File: src/rtl/rf_arb_pkg.sv
// Shared types and constants for the register-file write arbiter.
package rf_arb_pkg;

  localparam int ADDR_W = 5;
  localparam int DATA_W = 32;

  // One staged register-file write: enable, destination select, data.
  typedef struct packed {
    logic              valid;
    logic [ADDR_W-1:0] wsel;
    logic [DATA_W-1:0] wdat;
  } rf_wreq_t;

  // Register 0 is hard-wired; writes to it are dropped.
  localparam logic [ADDR_W-1:0] REG_ZERO = '0;

endpackage

File: src/rtl/rr_arbiter.sv
// Round-robin arbiter: grants the first asserted request at or after ptr,
// wrapping modulo N. Purely combinational; the caller owns the pointer.
module rr_arbiter #(
  parameter int N     = 3,
  parameter int IDX_W = (N > 1) ? $clog2(N) : 1
) (
  input  logic [N-1:0]     req_i,
  input  logic [IDX_W-1:0] ptr_i,
  output logic [N-1:0]     gnt_o,
  output logic [IDX_W-1:0] idx_o
);

  logic found;
  int   cand;

  // Scan N candidate slots starting at ptr; the first hit wins.
  always_comb begin
    gnt_o = '0;
    idx_o = '0;
    found = 1'b0;
    cand  = 0;
    for (int k = 0; k < N; k++) begin
      cand = int'(ptr_i) + k;
      if (cand >= N) cand = cand - N;
      if (!found && req_i[cand[IDX_W-1:0]]) begin
        found                    = 1'b1;
        gnt_o[cand[IDX_W-1:0]]   = 1'b1;
        idx_o                    = cand[IDX_W-1:0];
      end
    end
  end

endmodule

File: src/rtl/rf_write_arbiter.sv
// Shares the single register-file write port between NREQ writeback
// requesters. Round-robin grant, one output stage register, and a
// same-cycle bypass of the staged write for two read selects.
module rf_write_arbiter
  import rf_arb_pkg::*;
#(
  parameter int NREQ   = 3,
  parameter int ADDR_W = rf_arb_pkg::ADDR_W,
  parameter int DATA_W = rf_arb_pkg::DATA_W
) (
  input  logic                   clk,
  input  logic                   rst,
  input  logic [NREQ-1:0]        req_valid,
  output logic [NREQ-1:0]        req_ready,
  input  logic [NREQ*ADDR_W-1:0] req_wsel,
  input  logic [NREQ*DATA_W-1:0] req_wdat,
  output logic                   rf_WEN,
  output logic [ADDR_W-1:0]      rf_wsel,
  output logic [DATA_W-1:0]      rf_wdat,
  input  logic [ADDR_W-1:0]      byp_rsel1,
  input  logic [ADDR_W-1:0]      byp_rsel2,
  output logic                   byp_hit1,
  output logic                   byp_hit2,
  output logic [DATA_W-1:0]      byp_dat
);

  localparam int PTR_W = (NREQ > 1) ? $clog2(NREQ) : 1;
  localparam logic [ADDR_W-1:0] ZERO_SEL = ADDR_W'(REG_ZERO);

  logic [PTR_W-1:0]  ptr_q, ptr_d;
  logic              stage_vld_q, stage_vld_d;
  logic [ADDR_W-1:0] stage_wsel_q, stage_wsel_d;
  logic [DATA_W-1:0] stage_wdat_q, stage_wdat_d;

  logic [NREQ-1:0]   gnt;
  logic [PTR_W-1:0]  gidx;
  logic              grant;
  logic [ADDR_W-1:0] sel_wsel;
  logic [DATA_W-1:0] sel_wdat;

  rr_arbiter #(
    .N     (NREQ),
    .IDX_W (PTR_W)
  ) u_rr (
    .req_i (req_valid),
    .ptr_i (ptr_q),
    .gnt_o (gnt),
    .idx_o (gidx)
  );

  // Ready is forced low while reset is held so no handshake can be seen
  // as completing against a stage that is being cleared.
  assign req_ready = rst ? '0 : gnt;
  assign grant     = |gnt;
  assign sel_wsel  = req_wsel[gidx*ADDR_W +: ADDR_W];
  assign sel_wdat  = req_wdat[gidx*DATA_W +: DATA_W];

  // Next stage contents and pointer: load the granted write, else drop enable and hold.
  always_comb begin
    stage_vld_d  = 1'b0;
    stage_wsel_d = stage_wsel_q;
    stage_wdat_d = stage_wdat_q;
    ptr_d        = ptr_q;
    if (grant) begin
      stage_wsel_d = sel_wsel;
      stage_wdat_d = sel_wdat;
      stage_vld_d  = (sel_wsel != ZERO_SEL);
      ptr_d        = (gidx == PTR_W'(NREQ - 1)) ? '0 : gidx + 1'b1;
    end
  end

  // Stage register and round-robin pointer, cleared asynchronously.
  always_ff @(posedge clk or posedge rst) begin
    if (rst) begin
      stage_vld_q  <= 1'b0;
      stage_wsel_q <= '0;
      stage_wdat_q <= '0;
      ptr_q        <= '0;
    end else begin
      stage_vld_q  <= stage_vld_d;
      stage_wsel_q <= stage_wsel_d;
      stage_wdat_q <= stage_wdat_d;
      ptr_q        <= ptr_d;
    end
  end

  assign rf_WEN  = stage_vld_q;
  assign rf_wsel = stage_wsel_q;
  assign rf_wdat = stage_wdat_q;

  // Bypass: the staged write lands on the next edge, so readers of the
  // same register take it from here. Register 0 never hits.
  assign byp_hit1 = stage_vld_q && (byp_rsel1 == stage_wsel_q) && (byp_rsel1 != ZERO_SEL);
  assign byp_hit2 = stage_vld_q && (byp_rsel2 == stage_wsel_q) && (byp_rsel2 != ZERO_SEL);
  assign byp_dat  = stage_wdat_q;

endmodule

File: config.mk
export PLATFORM = sky130hd
export DESIGN_NAME = rf_write_arbiter
export DESIGN_NICKNAME = d
export VERILOG_FILES = /design/src/rtl/rf_arb_pkg.sv /design/src/rtl/rr_arbiter.sv /design/src/rtl/rf_write_arbiter.sv
export SDC_FILE = /design/constraint.sdc
export NUM_CORES = 1
export LEC_CHECK = 0
export CORE_MARGIN = 10
export CORE_UTILIZATION = 37
export CTS_BUF_LIST = sky130_fd_sc_hd__clkbuf_4 sky130_fd_sc_hd__clkbuf_8 sky130_fd_sc_hd__clkbuf_16
export DETAILED_ROUTE_END_ITERATION = 8
export DONT_BUFFER_PORTS = 1
export PLACE_DENSITY = 0.53
export SLEW_MARGIN = 25
export SYNTH_ARGS = -nofsm -noshare
export SYNTH_HDL_FRONTEND = slang
export SYNTH_SLANG_ARGS = --single-unit
File: constraint.sdc
create_clock -name clk -period 3.2 [get_ports clk]
set_clock_uncertainty 0.1 [all_clocks]
set_input_delay 0.32 -clock clk [delete_from_list [all_inputs] [get_ports clk]]
set_output_delay 0.32 -clock clk [all_outputs]
set_load 0.02 [all_outputs]
==> out/metrics.json, run 1 <==
{
  "clock_network": {
    "worstSkewPairLatency_ps": 290,
    "cts-htree-levels": 2,
    "cts.sinks": 40,
    "cts_hold_buffers": 1,
    "tritoncts": "done",
    "register_clock_pin_slew_on_the_reported_worst_setup_and_hold_paths_ps": 90,
    "postCtsSetupRepairBufs": 0,
    "cts-root-to-sink-buffers": 2,
    "cts-buffers-inserted": 5,
    "clock_tree.root_cell": "sky130_fd_sc_hd__clkbuf_8",
    "postCtsResizedCells": 0
  },
  "job": {
    "cap_viol_max_count": 0
  },
  "power": {
    "cellPowerDensity_mw_per_mm2": 1570,
    "pwr_total_mw": 5.03,
    "leakage_component_of_the_power_nw": 1.55,
    "vdd.ir_drop.worst_mv": 0.607
  },
  "critical_path": {
    "timing.critical_path.slowest_cell_delay_ps": 440,
    "critPathArrivalTime_ps": 3040,
    "setup.worst_path.class": "reg -> reg",
    "worst_ep_required_time_ps": 3280,
    "timing.critical_path.max_delay_family": "compound AO/OA/AOI/OAI gates",
    "crit_path_start_kind": "register",
    "critPathCaptureType": "register",
    "timing.critical_path.cells": "inv_1 -> ha_1 -> and3b_1 -> o21bai_1 -> a21oi_1 -> o21ai_1 -> a2111oi_4 -> buf_12 -> mux2_1",
    "crit_path_max_fanout": 51,
    "standard_cell_with_the_maximum_stage_delay_on_the_critical_path": "sky130_fd_sc_hd__ha_1",
    "timing.critical_path.buf_inv": 2
  },
  "timing": {
    "summed_negative_setup_slack_over_all_endpoints_ps": 0,
    "fmax_mhz": 337,
    "setup_violations": 0,
    "grt_setup_unrepaired": "false",
    "max_slew.worst_pin.slew_ps": 496,
    "period_minus_slack_ps": 2970,
    "timing_max_transition_violations_final": 0,
    "finalHoldViolations": 0,
    "min_period_over_period": 0.927,
    "final.setup.worst_slack_ps": 234,
    "maxSlewHeadroom": 0.669
  },
  "synthesis": {
    "yosysTopAreaCellShare": 0.311,
    "synthesis.area_per_instance_um2": 9.89,
    "ys_dominant_reg_cell": "sky130_fd_sc_hd__dfrtp_1",
    "synth_top_cells_by_count": "sky130_fd_sc_hd__dfrtp_1 (40), sky130_fd_sc_hd__mux2i_1 (40), sky130_fd_sc_hd__nor2_1 (39), sky130_fd_sc_hd__buf_4 (33), sky130_fd_sc_hd__a21o_1 (32)",
    "synth-edff-count": 0,
    "synth.yosys.seq_area_share": 0.311,
    "synthesis.yosys.warnings": 0,
    "async_reset_ff_frac": 1.00,
    "synthesis.nets": 455,
    "synthDistinctLibCells": 47,
    "synthCells": 325,
    "synth_area_mm2": 0.00321,
    "ranking_of_synthesized_cells_by_area": "sky130_fd_sc_hd__dfrtp_1 (31%), sky130_fd_sc_hd__mux2i_1 (12%), sky130_fd_sc_hd__a211oi_2 (11%), sky130_fd_sc_hd__buf_4 (7.7%), sky130_fd_sc_hd__a21o_1 (7.5%)",
    "synth_top_area_cell": "sky130_fd_sc_hd__dfrtp_1",
    "synth_seq_cells": 40
  },
  "final_layout": {
    "drive_above_1_share": 0.205,
    "num-fill-cells": 829,
    "area_growth_syn_to_layout_pct": -0.156,
    "area_of_the_multi_input_gates_mm2": 0.00182,
    "num_antenna_cells": 0,
    "design.final.nets": 421,
    "final_cell_count_no_fill": 397,
    "final-seq-area_mm2": 0.00100,
    "finalInstanceArea_mm2": 0.00321
  },
  "placed_design": {
    "number_of_buffer_cells_added_on_primary_ports": 0,
    "place_ws_ps": 235,
    "hpwlAfterDp_um": 7050,
    "detailed_place.area_mm2": 0.00308,
    "dp.cells": 388,
    "routabilityCongestion": 0.767
  },
  "hold_path": {
    "worstHoldPathType": "in -> reg"
  },
  "global_routing": {
    "first_global_vias": 2418,
    "grt_util_all_layers": 0.127,
    "gr-total-overflow": 0,
    "wire_length_of_the_first_global_routing_pass_um": 13400,
    "grt_max_degree": 52,
    "antenna_found_initial": 0
  },
  "detailed_routing": {
    "dr_total_vias": 2270,
    "detail_route.wirelength_um": 8810,
    "first_pass_iters": 4,
    "drt_iter0_drcs": 74,
    "antenna_left": 0,
    "avgViaCountPerCell": 5.72,
    "post_drt_wl_per_cell_um": 22.2,
    "drc": 0
  },
  "die": {
    "start_util": 0.385,
    "die_x_um": 113,
    "placeableCoreArea_mm2": 0.00834,
    "floorplan_die_height_um": 113,
    "boundaryPins": 201,
    "site_row_count": 33,
    "die_area_mm2": 0.0128
  },
  "run_status": {
    "outcome": "completed"
  }
}
-- logic make-up (layout without fill, tap and decap cells) --
kind of cell	after synthesis	in the layout	share of synthesized area
mux	45	45	0.146
fa+ha+maj	4	4	0.0156
buf+inv	58	25	0.123
compound gates	96	96	0.279
xor+xnor	8	8	0.0218
simple gates	74	74	0.104
flops	40	40	0.311
-- power breakdown --
part | switching [mW] | internal (mW) | leakage (nW)
logic | 1.57 | 1.32 | 1.01
clock network | 0.188 | 0.255 | 0.0614
registers | 0.892 | 0.798 | 0.480
total | 2.65 | 2.38 | 1.55
-- worst paths after layout --
check | start | endpoint | slack [ps] | depth (start not counted)
setup reg to reg | ptr_q[0]$_DFFE_PP0P_ | rf_wsel[4]$_DFFE_PP0P_ | 230 | 9
max in group asynchronous | rst | byp_dat[20]$_DFFE_PP0P_ | 1950 | 3
hold reg to reg | ptr_q[1]$_DFFE_PP0P_ | ptr_q[1]$_DFFE_PP0P_ | 440 | 2
hold / removal | req_wsel[12] | rf_wsel[2]$_DFFE_PP0P_ | 150 | 2
setup / recovery | ptr_q[0]$_DFFE_PP0P_ | rf_wsel[4]$_DFFE_PP0P_ | 230 | 9
min in group asynchronous | rst | byp_dat[9]$_DFFE_PP0P_ | 380 | 2
-- layout make-up --
cell class / count / area share
multi-input combinational: 227 / 0.567
sequential: 40 / 0.312
tap: 105 / 0.0409
timing repair buffer: 12 / 0.0366
clock buffer: 6 / 0.0257
clock inverter: 2 / 0.0121
inverter: 5 / 0.00585
-- registers in the layout (all words and copies together), names as in the netlist --
| name | cells |
|---|---|
| byp_dat | 32 |
| ptr_q | 2 |
| rf_WEN | 1 |
| rf_wsel | 5 |
-- layout by cell type (no fill, tap or decap), types with 3 or more instances in the layout --
cell,instances
sky130_fd_sc_hd__a21o_1,32
sky130_fd_sc_hd__inv_1,4
sky130_fd_sc_hd__nor4_1,3
sky130_fd_sc_hd__clkbuf_8,6
sky130_fd_sc_hd__nor2_1,39
sky130_fd_sc_hd__a211oi_1,3
sky130_fd_sc_hd__buf_4,9
sky130_fd_sc_hd__a21oi_1,7
sky130_fd_sc_hd__a211oi_2,29
sky130_fd_sc_hd__mux2i_1,40
sky130_fd_sc_hd__xor2_1,6
sky130_fd_sc_hd__dfrtp_1,40
sky130_fd_sc_hd__ha_1,4
sky130_fd_sc_hd__mux2_1,3
sky130_fd_sc_hd__nand2_1,13
sky130_fd_sc_hd__o21ai_1,6
sky130_fd_sc_hd__nand3_1,6
-- layer usage --
metal,up-vias,track usage,wire length (µm)
met5,-,0,0
met4,0,0.0228,31
met3,2,0.0608,974
met2,144,0.215,4390
met1,1061,0.143,3410
li1,1063,-,-
-- stage by stage --
step | hold slack (ps) | utilization
global placement | 129 | 0.369
global route | 139 | 0.385
finish | 155 | 0.385
detailed placement | 132 | 0.369
floorplan | 396 | -
CTS | 144 | 0.385
(Power assumes the default switching activity.)
==> inputs of run 2 (changes only) <==
--- a/config.mk
+++ b/config.mk
@@ -10,7 +10,6 @@
 export CTS_BUF_LIST = sky130_fd_sc_hd__clkbuf_4 sky130_fd_sc_hd__clkbuf_8 sky130_fd_sc_hd__clkbuf_16
 export DETAILED_ROUTE_END_ITERATION = 8
 export DONT_BUFFER_PORTS = 1
-export PLACE_DENSITY = 0.53
 export SLEW_MARGIN = 25
 export SYNTH_ARGS = -nofsm -noshare
 export SYNTH_HDL_FRONTEND = slang
==> run 2 against run 1 <==
Net effect: sequential cell count is the same; non-clock buffer count down 1; die area unchanged; via count up 0.31%; cell count down 0.25%; register-to-register slack improved by 50 ps; final area down 0.55%; highest routed layer unchanged.
==> out/metrics.json, run 2 (same netlist as run 1, synthesis figures left out) <==
{
  "clock_network": {
    "register_clock_pin_slew_on_the_reported_worst_setup_and_hold_paths": {"value": 80, "unit": "ps", "change": "about the same"},
    "worstSkewPairLatency": {"value": 290, "unit": "ps", "change": "about the same"},
    "tritoncts": "done",
    "cts.sinks": {"value": 40, "change": "unchanged"},
    "cts-root-to-sink-buffers": {"value": 2, "change": "unchanged"},
    "clock_tree.root_cell": "sky130_fd_sc_hd__clkbuf_8",
    "cts-htree-levels": {"value": 2, "change": "unchanged"},
    "cts-buffers-inserted": {"value": 5, "change": "unchanged"}
  },
  "detailed_routing": {
    "drt_iter0_drcs": {"value": 77, "change": "+4.1%"},
    "dr_total_vias": {"value": 2277, "change": "+0.31%"},
    "antenna_left": {"value": 0, "change": "unchanged"},
    "avgViaCountPerCell": {"value": 5.75, "change": "+0.56%"},
    "first_pass_iters": {"value": 4, "change": "unchanged"},
    "detail_route.wirelength": {"value": 8800, "unit": "µm", "change": "-0.12%"},
    "drc": {"value": 0, "change": "unchanged"},
    "post_drt_wl_per_cell": {"value": 22.2, "unit": "µm", "change": "+0.13%"}
  },
  "timing": {
    "grt_setup_unrepaired": "false",
    "summed_negative_setup_slack_over_all_endpoints": {"value": 0, "unit": "ps", "change": "unchanged"},
    "setup_violations": {"value": 0, "change": "unchanged"},
    "timing_max_transition_violations_final": {"value": 0, "change": "unchanged"},
    "period_minus_slack": {"value": 2920, "unit": "ps", "change": "-45.8 ps"},
    "timing.hold.ws": {"value": 162, "unit": "ps", "change": "+7.28 ps"},
    "max_slew.worst_pin.slew": {"value": 540, "unit": "ps", "change": "+43.3 ps"},
    "finalHoldViolations": {"value": 0, "change": "unchanged"},
    "final.setup.worst_slack": {"value": 279, "unit": "ps", "change": "+45.8 ps"},
    "fmax": {"value": 342, "unit": "MHz", "change": "+1.6%"},
    "maxSlewHeadroom": {"value": 0.638, "change": "-0.0310"},
    "min_period_over_period": {"value": 0.913, "change": "-0.0143"}
  },
  "die": {
    "boundaryPins": {"value": 201, "change": "unchanged"},
    "site_row_count": {"value": 33, "change": "unchanged"},
    "die_area": {"value": 0.0128, "unit": "mm²", "change": "unchanged"},
    "floorplan_die_height": {"value": 113, "unit": "µm", "change": "unchanged"},
    "die_x": {"value": 113, "unit": "µm", "change": "unchanged"},
    "placeableCoreArea": {"value": 0.00834, "unit": "mm²", "change": "unchanged"},
    "start_util": {"value": 0.385, "change": "unchanged"}
  },
  "final_layout": {
    "area_growth_syn_to_layout_pct": -0.701,
    "area_of_the_multi_input_gates": {"value": 0.00182, "unit": "mm²", "change": "unchanged"},
    "design.final.nets": {"value": 420, "change": "-0.24%"},
    "num_antenna_cells": {"value": 0, "change": "unchanged"},
    "layout.cells.most_common_list": "sky130_fd_sc_hd__mux2i_1 (40), sky130_fd_sc_hd__dfrtp_1 (40), sky130_fd_sc_hd__nor2_1 (39)",
    "final_cell_count_no_fill": {"value": 396, "change": "-0.25%"},
    "drive_above_1_share": {"value": 0.203, "change": "-0.00273"},
    "num-fill-cells": {"value": 845, "change": "+1.9%"},
    "utilization": {"value": 0.383, "change": "-0.00210"},
    "largest_register_ffs": {"value": 32, "change": "unchanged"},
    "final-seq-area": {"value": 0.00100, "unit": "mm²", "change": "unchanged"},
    "finalInstanceArea": {"value": 0.00319, "unit": "mm²", "change": "-0.55%"}
  },
  "global_routing": {
    "grt_max_degree": {"value": 41, "change": "-21%"},
    "first_global_vias": {"value": 2512, "change": "+3.9%"},
    "grt_util_all_layers": {"value": 0.131, "change": "+0.00454"},
    "antenna_found_initial": {"value": 0, "change": "unchanged"},
    "gr-total-overflow": {"value": 0, "change": "unchanged"},
    "wire_length_of_the_first_global_routing_pass": {"value": 14000, "unit": "µm", "change": "+4.7%"}
  },
  "critical_path": {
    "critical_path.startpoint": "ptr_q[1]$_DFFE_PP0P_",
    "worst_flop_to_flop_path_endpoint": "byp_dat[29]$_DFFE_PP0P_",
    "crit_path_max_fanout": {"value": 17, "change": "-67%"},
    "worst_ep_required_time": {"value": 3280, "unit": "ps", "change": "about the same"},
    "timing.reg2reg.setup_slack": {"value": 280, "unit": "ps", "change": "+50 ps"},
    "critPathCaptureType": "register",
    "critPathArrivalTime": {"value": 3000, "unit": "ps", "change": "-40 ps"},
    "setup.worst_path.class": "reg -> reg",
    "worst_r2r_startpoint": "ptr_q[1]$_DFFE_PP0P_",
    "crit_path_start_kind": "register",
    "r2r_cells": {"value": 10, "change": "+1"}
  },
  "power": {
    "pwr_total": {"value": 5.02, "unit": "mW", "change": "-0.14%"},
    "leakage_component_of_the_power": {"value": 1.54, "unit": "nW", "change": "-0.83%"},
    "vdd.ir_drop.worst": {"value": 0.904, "unit": "mV", "change": "+49%"},
    "cellPowerDensity": {"value": 1570, "unit": "mW/mm²", "change": "+0.41%"}
  },
  "placed_design": {
    "routabilityCongestion": {"value": 0.817, "change": "+6.6%"},
    "number_of_buffer_cells_added_on_primary_ports": {"value": 0, "change": "unchanged"},
    "place_ws": {"value": 258, "unit": "ps", "change": "+23.7 ps"},
    "dp.cells": {"value": 387, "change": "-0.26%"},
    "hpwlAfterDp": {"value": 7070, "unit": "µm", "change": "+0.27%"},
    "detailed_place.area": {"value": 0.00307, "unit": "mm²", "change": "-0.24%"}
  },
  "run_status": {
    "outcome": "completed"
  },
  "hold_path": {
    "hold_start": "req_wsel[12]",
    "worstHoldPathType": "in -> reg",
    "hold-path-endpoint": "rf_wsel[2]$_DFFE_PP0P_",
    "worstHoldPathCells": {"value": 2, "change": "unchanged"}
  },
  "job": {
    "cap_viol_max_count": {"value": 0, "change": "unchanged"}
  }
}
[run 2: cell type report]
| class | count | area share |
|---|---|---|
| Multi-Input combinational cell | 227 | 0.570 |
| Sequential cell | 40 | 0.314 |
| Tap cell | 105 | 0.0412 |
| Timing Repair Buffer | 11 | 0.0345 |
| Clock buffer | 5 | 0.0216 |
| Clock inverter | 3 | 0.0133 |
| Inverter | 5 | 0.00588 |
[run 2: layer usage]
layer | track usage | share of wire | up-vias
li1 | - | - | 1063
met1 | 0.151 | 0.38 | 1079
met2 | 0.217 | 0.50 | 126
met3 | 0.0576 | 0.12 | 9
met4 | 0.0338 | 0.011 | 0
met5 | 0 | 0 | -
[run 2: worst max-delay path by stage]
stage	depth (start not counted)	end	slack, ps
2_1_floorplan	9	rf_wsel[0]$_DFFE_PP0P_	550
3_3_place_gp	9	rf_wsel[4]$_DFFE_PP0P_	390
3_5_place_dp	10	byp_dat[29]$_DFFE_PP0P_	260
4_1_cts	10	byp_dat[29]$_DFFE_PP0P_	250
5_1_grt	10	byp_dat[8]$_DFFE_PP0P_	70
6_report	10	byp_dat[29]$_DFFE_PP0P_	280
[run 2: critical path: stages, from the launching register on]
cell and delay, ps:
sky130_fd_sc_hd__dfrtp_1 400, sky130_fd_sc_hd__inv_1 80, sky130_fd_sc_hd__ha_1 290, sky130_fd_sc_hd__mux2i_1 270
sky130_fd_sc_hd__a2111oi_4 100, sky130_fd_sc_hd__o31ai_2 510, sky130_fd_sc_hd__o2bb2ai_4 180, sky130_fd_sc_hd__buf_4 320
sky130_fd_sc_hd__mux2i_1 280, sky130_fd_sc_hd__a211oi_2 100, sky130_fd_sc_hd__a21o_1 170
[run 2: timing repair]
action,4_1_cts,5_1_grt
setup buffers,0,0
hold endpoints to repair,19,0
hold buffers,1,0
setup endpoints to repair,0,0
gates resized for setup,0,0
[run 2: where the power goes]
group          switching (mW)  internal [mW]  leakage [nW]
registers               0.903          0.798         0.480
clock network           0.187          0.231        0.0541
logic                    1.55           1.35          1.00
total                    2.64           2.38          1.54
==> inputs of run 3 (changes only) <==
--- a/config.mk
+++ b/config.mk
@@ -6,7 +6,7 @@
 export NUM_CORES = 1
 export LEC_CHECK = 0
 export CORE_MARGIN = 10
-export CORE_UTILIZATION = 37
+export CORE_UTILIZATION = 39
 export CTS_BUF_LIST = sky130_fd_sc_hd__clkbuf_4 sky130_fd_sc_hd__clkbuf_8 sky130_fd_sc_hd__clkbuf_16
 export DETAILED_ROUTE_END_ITERATION = 8
 export DONT_BUFFER_PORTS = 1
==> run 3 against run 2 <==
Net effect: via count decreased by 0.48%; maximum frequency decreased by 1.1%; core utilization increased by 1.2 points; clock power increased by 5.5%; combinational power about the same; clock-buffer cell count increased by 1; final area increased by 0.55%; cell count increased by 0.25%; global-route usage increased by 0.15 points; die area decreased by 4.2%; power decreased by 0.11%; sequential share of layout area decreased by 0.17 points; largest power group unchanged; highest routed layer unchanged.
==> out/metrics.json, run 3 (same netlist as run 1, synthesis figures left out) <==
{
  "critical_path": {
    "crit_path_max_fanout": {"value": 34, "change": "+17"},
    "timing.critical_path.slowest_cell_delay": {"value": 450, "unit": "ps", "change": "-60 ps"},
    "timing.critical_path.buf_inv": {"value": 2, "change": "unchanged"},
    "critPathCaptureType": "register",
    "setup.worst_path.class": "reg -> reg",
    "timing.critical_path.max_delay_family": "compound AO/OA/AOI/OAI gates",
    "standard_cell_with_the_maximum_stage_delay_on_the_critical_path": "sky130_fd_sc_hd__buf_4",
    "critPathArrivalTime": {"value": 3040, "unit": "ps", "change": "+40 ps"},
    "worst_ep_required_time": {"value": 3290, "unit": "ps", "change": "about the same"},
    "crit_path_start_kind": "register",
    "r2r_cells": {"value": 10, "change": "unchanged"},
    "timing.reg2reg.setup_slack": {"value": 250, "unit": "ps", "change": "-30 ps"},
    "worstSetupPathDepth": {"value": 10, "change": "unchanged"},
    "timing.critical_path.cells": "inv_1 -> ha_1 -> and3b_1 -> o21bai_1 -> a21oi_1 -> o21ai_1 -> a2111oi_4 -> buf_4 -> a211oi_1 -> a21o_1"
  },
  "timing": {
    "maxSlewHeadroom": {"value": 0.581, "change": "-0.0575"},
    "summed_negative_setup_slack_over_all_endpoints": {"value": 0, "unit": "ps", "change": "unchanged"},
    "grt_setup_unrepaired": "false",
    "timing_max_transition_violations_final": {"value": 0, "change": "unchanged"},
    "period_minus_slack": {"value": 2950, "unit": "ps", "change": "+32.1 ps"},
    "fmax": {"value": 339, "unit": "MHz", "change": "-1.1%"},
    "max_slew.worst_pin.slew": {"value": 629, "unit": "ps", "change": "+89.4 ps"},
    "setup_violations": {"value": 0, "change": "unchanged"},
    "final.setup.worst_slack": {"value": 247, "unit": "ps", "change": "-32.1 ps"},
    "finalHoldViolations": {"value": 0, "change": "unchanged"},
    "min_period_over_period": {"value": 0.923, "change": "+0.0100"}
  },
  "final_layout": {
    "area_growth_syn_to_layout_pct": -0.156,
    "utilization": {"value": 0.395, "change": "+0.0119"},
    "largest_register_ffs": {"value": 32, "change": "unchanged"},
    "drive_above_1_share": {"value": 0.205, "change": "+0.00273"},
    "num_antenna_cells": {"value": 0, "change": "unchanged"},
    "layout.cells.most_common_list": "sky130_fd_sc_hd__mux2i_1 (40), sky130_fd_sc_hd__dfrtp_1 (40), sky130_fd_sc_hd__nor2_1 (39)",
    "finalInstanceArea": {"value": 0.00321, "unit": "mm²", "change": "+0.55%"},
    "design.final.nets": {"value": 421, "change": "+0.24%"}
  },
  "detailed_routing": {
    "dr_total_vias": {"value": 2266, "change": "-0.48%"},
    "first_pass_iters": {"value": 4, "change": "unchanged"},
    "drc": {"value": 0, "change": "unchanged"},
    "avgViaCountPerCell": {"value": 5.71, "change": "-0.73%"},
    "post_drt_wl_per_cell": {"value": 21.9, "unit": "µm", "change": "-1.4%"},
    "drt_iter0_drcs": {"value": 108, "change": "+40%"},
    "antenna_left": {"value": 0, "change": "unchanged"},
    "detail_route.wirelength": {"value": 8690, "unit": "µm", "change": "-1.2%"}
  },
  "global_routing": {
    "antenna_found_initial": {"value": 0, "change": "unchanged"},
    "first_global_vias": {"value": 2445, "change": "-2.7%"},
    "gr-total-overflow": {"value": 0, "change": "unchanged"},
    "grt_max_degree": {"value": 44, "change": "+7.3%"},
    "wire_length_of_the_first_global_routing_pass": {"value": 13600, "unit": "µm", "change": "-3.0%"},
    "grt_util_all_layers": {"value": 0.133, "change": "+0.00149"}
  },
  "power": {
    "vdd.ir_drop.worst": {"value": 0.578, "unit": "mV", "change": "-36%"},
    "cellPowerDensity": {"value": 1560, "unit": "mW/mm²", "change": "-0.65%"},
    "leakage_component_of_the_power": {"value": 1.55, "unit": "nW", "change": "+0.83%"}
  },
  "placed_design": {
    "number_of_buffer_cells_added_on_primary_ports": {"value": 0, "change": "unchanged"},
    "place_ws": {"value": 255, "unit": "ps", "change": "-3.02 ps"},
    "detailed_place.area": {"value": 0.00308, "unit": "mm²", "change": "+0.24%"},
    "routabilityCongestion": {"value": 0.865, "change": "+6.0%"},
    "hpwlAfterDp": {"value": 7000, "unit": "µm", "change": "-1.0%"}
  },
  "die": {
    "floorplan_die_height": {"value": 111, "unit": "µm", "change": "-2.1%"},
    "die_area": {"value": 0.0123, "unit": "mm²", "change": "-4.2%"},
    "die_x": {"value": 111, "unit": "µm", "change": "-2.1%"},
    "start_util": {"value": 0.395, "change": "+0.00978"},
    "boundaryPins": {"value": 201, "change": "unchanged"},
    "placeableCoreArea": {"value": 0.00813, "unit": "mm²", "change": "-2.5%"},
    "site_row_count": {"value": 33, "change": "unchanged"}
  },
  "clock_network": {
    "worstSkewPairLatency": {"value": 280, "unit": "ps", "change": "about the same"},
    "clock_tree.root_cell": "sky130_fd_sc_hd__clkbuf_8",
    "cts-root-to-sink-buffers": {"value": 2, "change": "unchanged"},
    "tritoncts": "done",
    "register_clock_pin_slew_on_the_reported_worst_setup_and_hold_paths": {"value": 80, "unit": "ps", "change": "about the same"},
    "cts.sinks": {"value": 40, "change": "unchanged"},
    "postCtsResizedCells": {"value": 0, "change": "unchanged"},
    "cts-buffers-inserted": {"value": 5, "change": "unchanged"},
    "cts-htree-levels": {"value": 2, "change": "unchanged"}
  },
  "hold_path": {
    "worstHoldPathType": "in -> reg",
    "worstHoldPathCells": {"value": 2, "change": "unchanged"}
  },
  "run_status": {
    "outcome": "completed"
  },
  "job": {
    "cap_viol_max_count": {"value": 0, "change": "unchanged"}
  }
}
[run 3: cell count changes in the layout (fill, tap and decap cells not counted), sizes merged]
| cell | previous run | this run |
|---|---|---|
| clkbuf | 5 | 6 |
| buf | 10 | 11 |
| clkinvlp | 1 | 0 |
[run 3: where the power goes]
part	leakage, nW	total, mW	internal, mW	switching (mW)
sequential	0.480	1.68	0.798	0.885
clock	0.0614	0.441	0.255	0.185
combinational	1.01	2.89	1.33	1.56
[run 3: worst paths after layout]
| check | from | endpoint |
|---|---|---|
| min in group asynchronous | rst | ptr_q[0]$_DFFE_PP0P_ |
| setup reg to reg | ptr_q[0]$_DFFE_PP0P_ | byp_dat[7]$_DFFE_PP0P_ |
| max in group asynchronous | rst | byp_dat[28]$_DFFE_PP0P_ |
| hold reg to reg | ptr_q[1]$_DFFE_PP0P_ | ptr_q[1]$_DFFE_PP0P_ |
| setup / recovery | ptr_q[0]$_DFFE_PP0P_ | byp_dat[7]$_DFFE_PP0P_ |
| hold / removal | req_wsel[13] | rf_wsel[3]$_DFFE_PP0P_ |
[run 3: area by class of cell]
| cell class | count | area [µm²] |
|---|---|---|
| fill | 807 | 4920 |
| multi-input combinational | 227 | 1820 |
| sequential | 40 | 1000 |
| tap | 105 | 131 |
| timing repair buffer | 12 | 118 |
| clock buffer | 6 | 82.6 |
| clock inverter | 2 | 38.8 |
| inverter | 5 | 18.8 |
[run 3: metrics by stage]
| stage | hold WS [ps] | power (mW) | cells |
|---|---|---|---|
| after global placement | 145 | 4.57 | 388 |
| after global routing | 165 | 5.42 | 397 |
| after floorplan | 396 | 4.44 | 325 |
| after detailed placement | 145 | 4.63 | 388 |
| after CTS | 162 | 5.10 | 397 |
| final | 174 | 5.01 | 397 |
[run 3: timing repair]
action,in CTS,in global routing
setup buffers,0,0
endpoints found under the setup margin,0,0
hold endpoints to repair,18,0
hold buffers,1,0
[run 3: per-layer routing]
metal,part of all wire,global-route usage
met5,0,0
met4,0.0053,0.0295
met3,0.10,0.0574
met2,0.52,0.234
met1,0.38,0.144
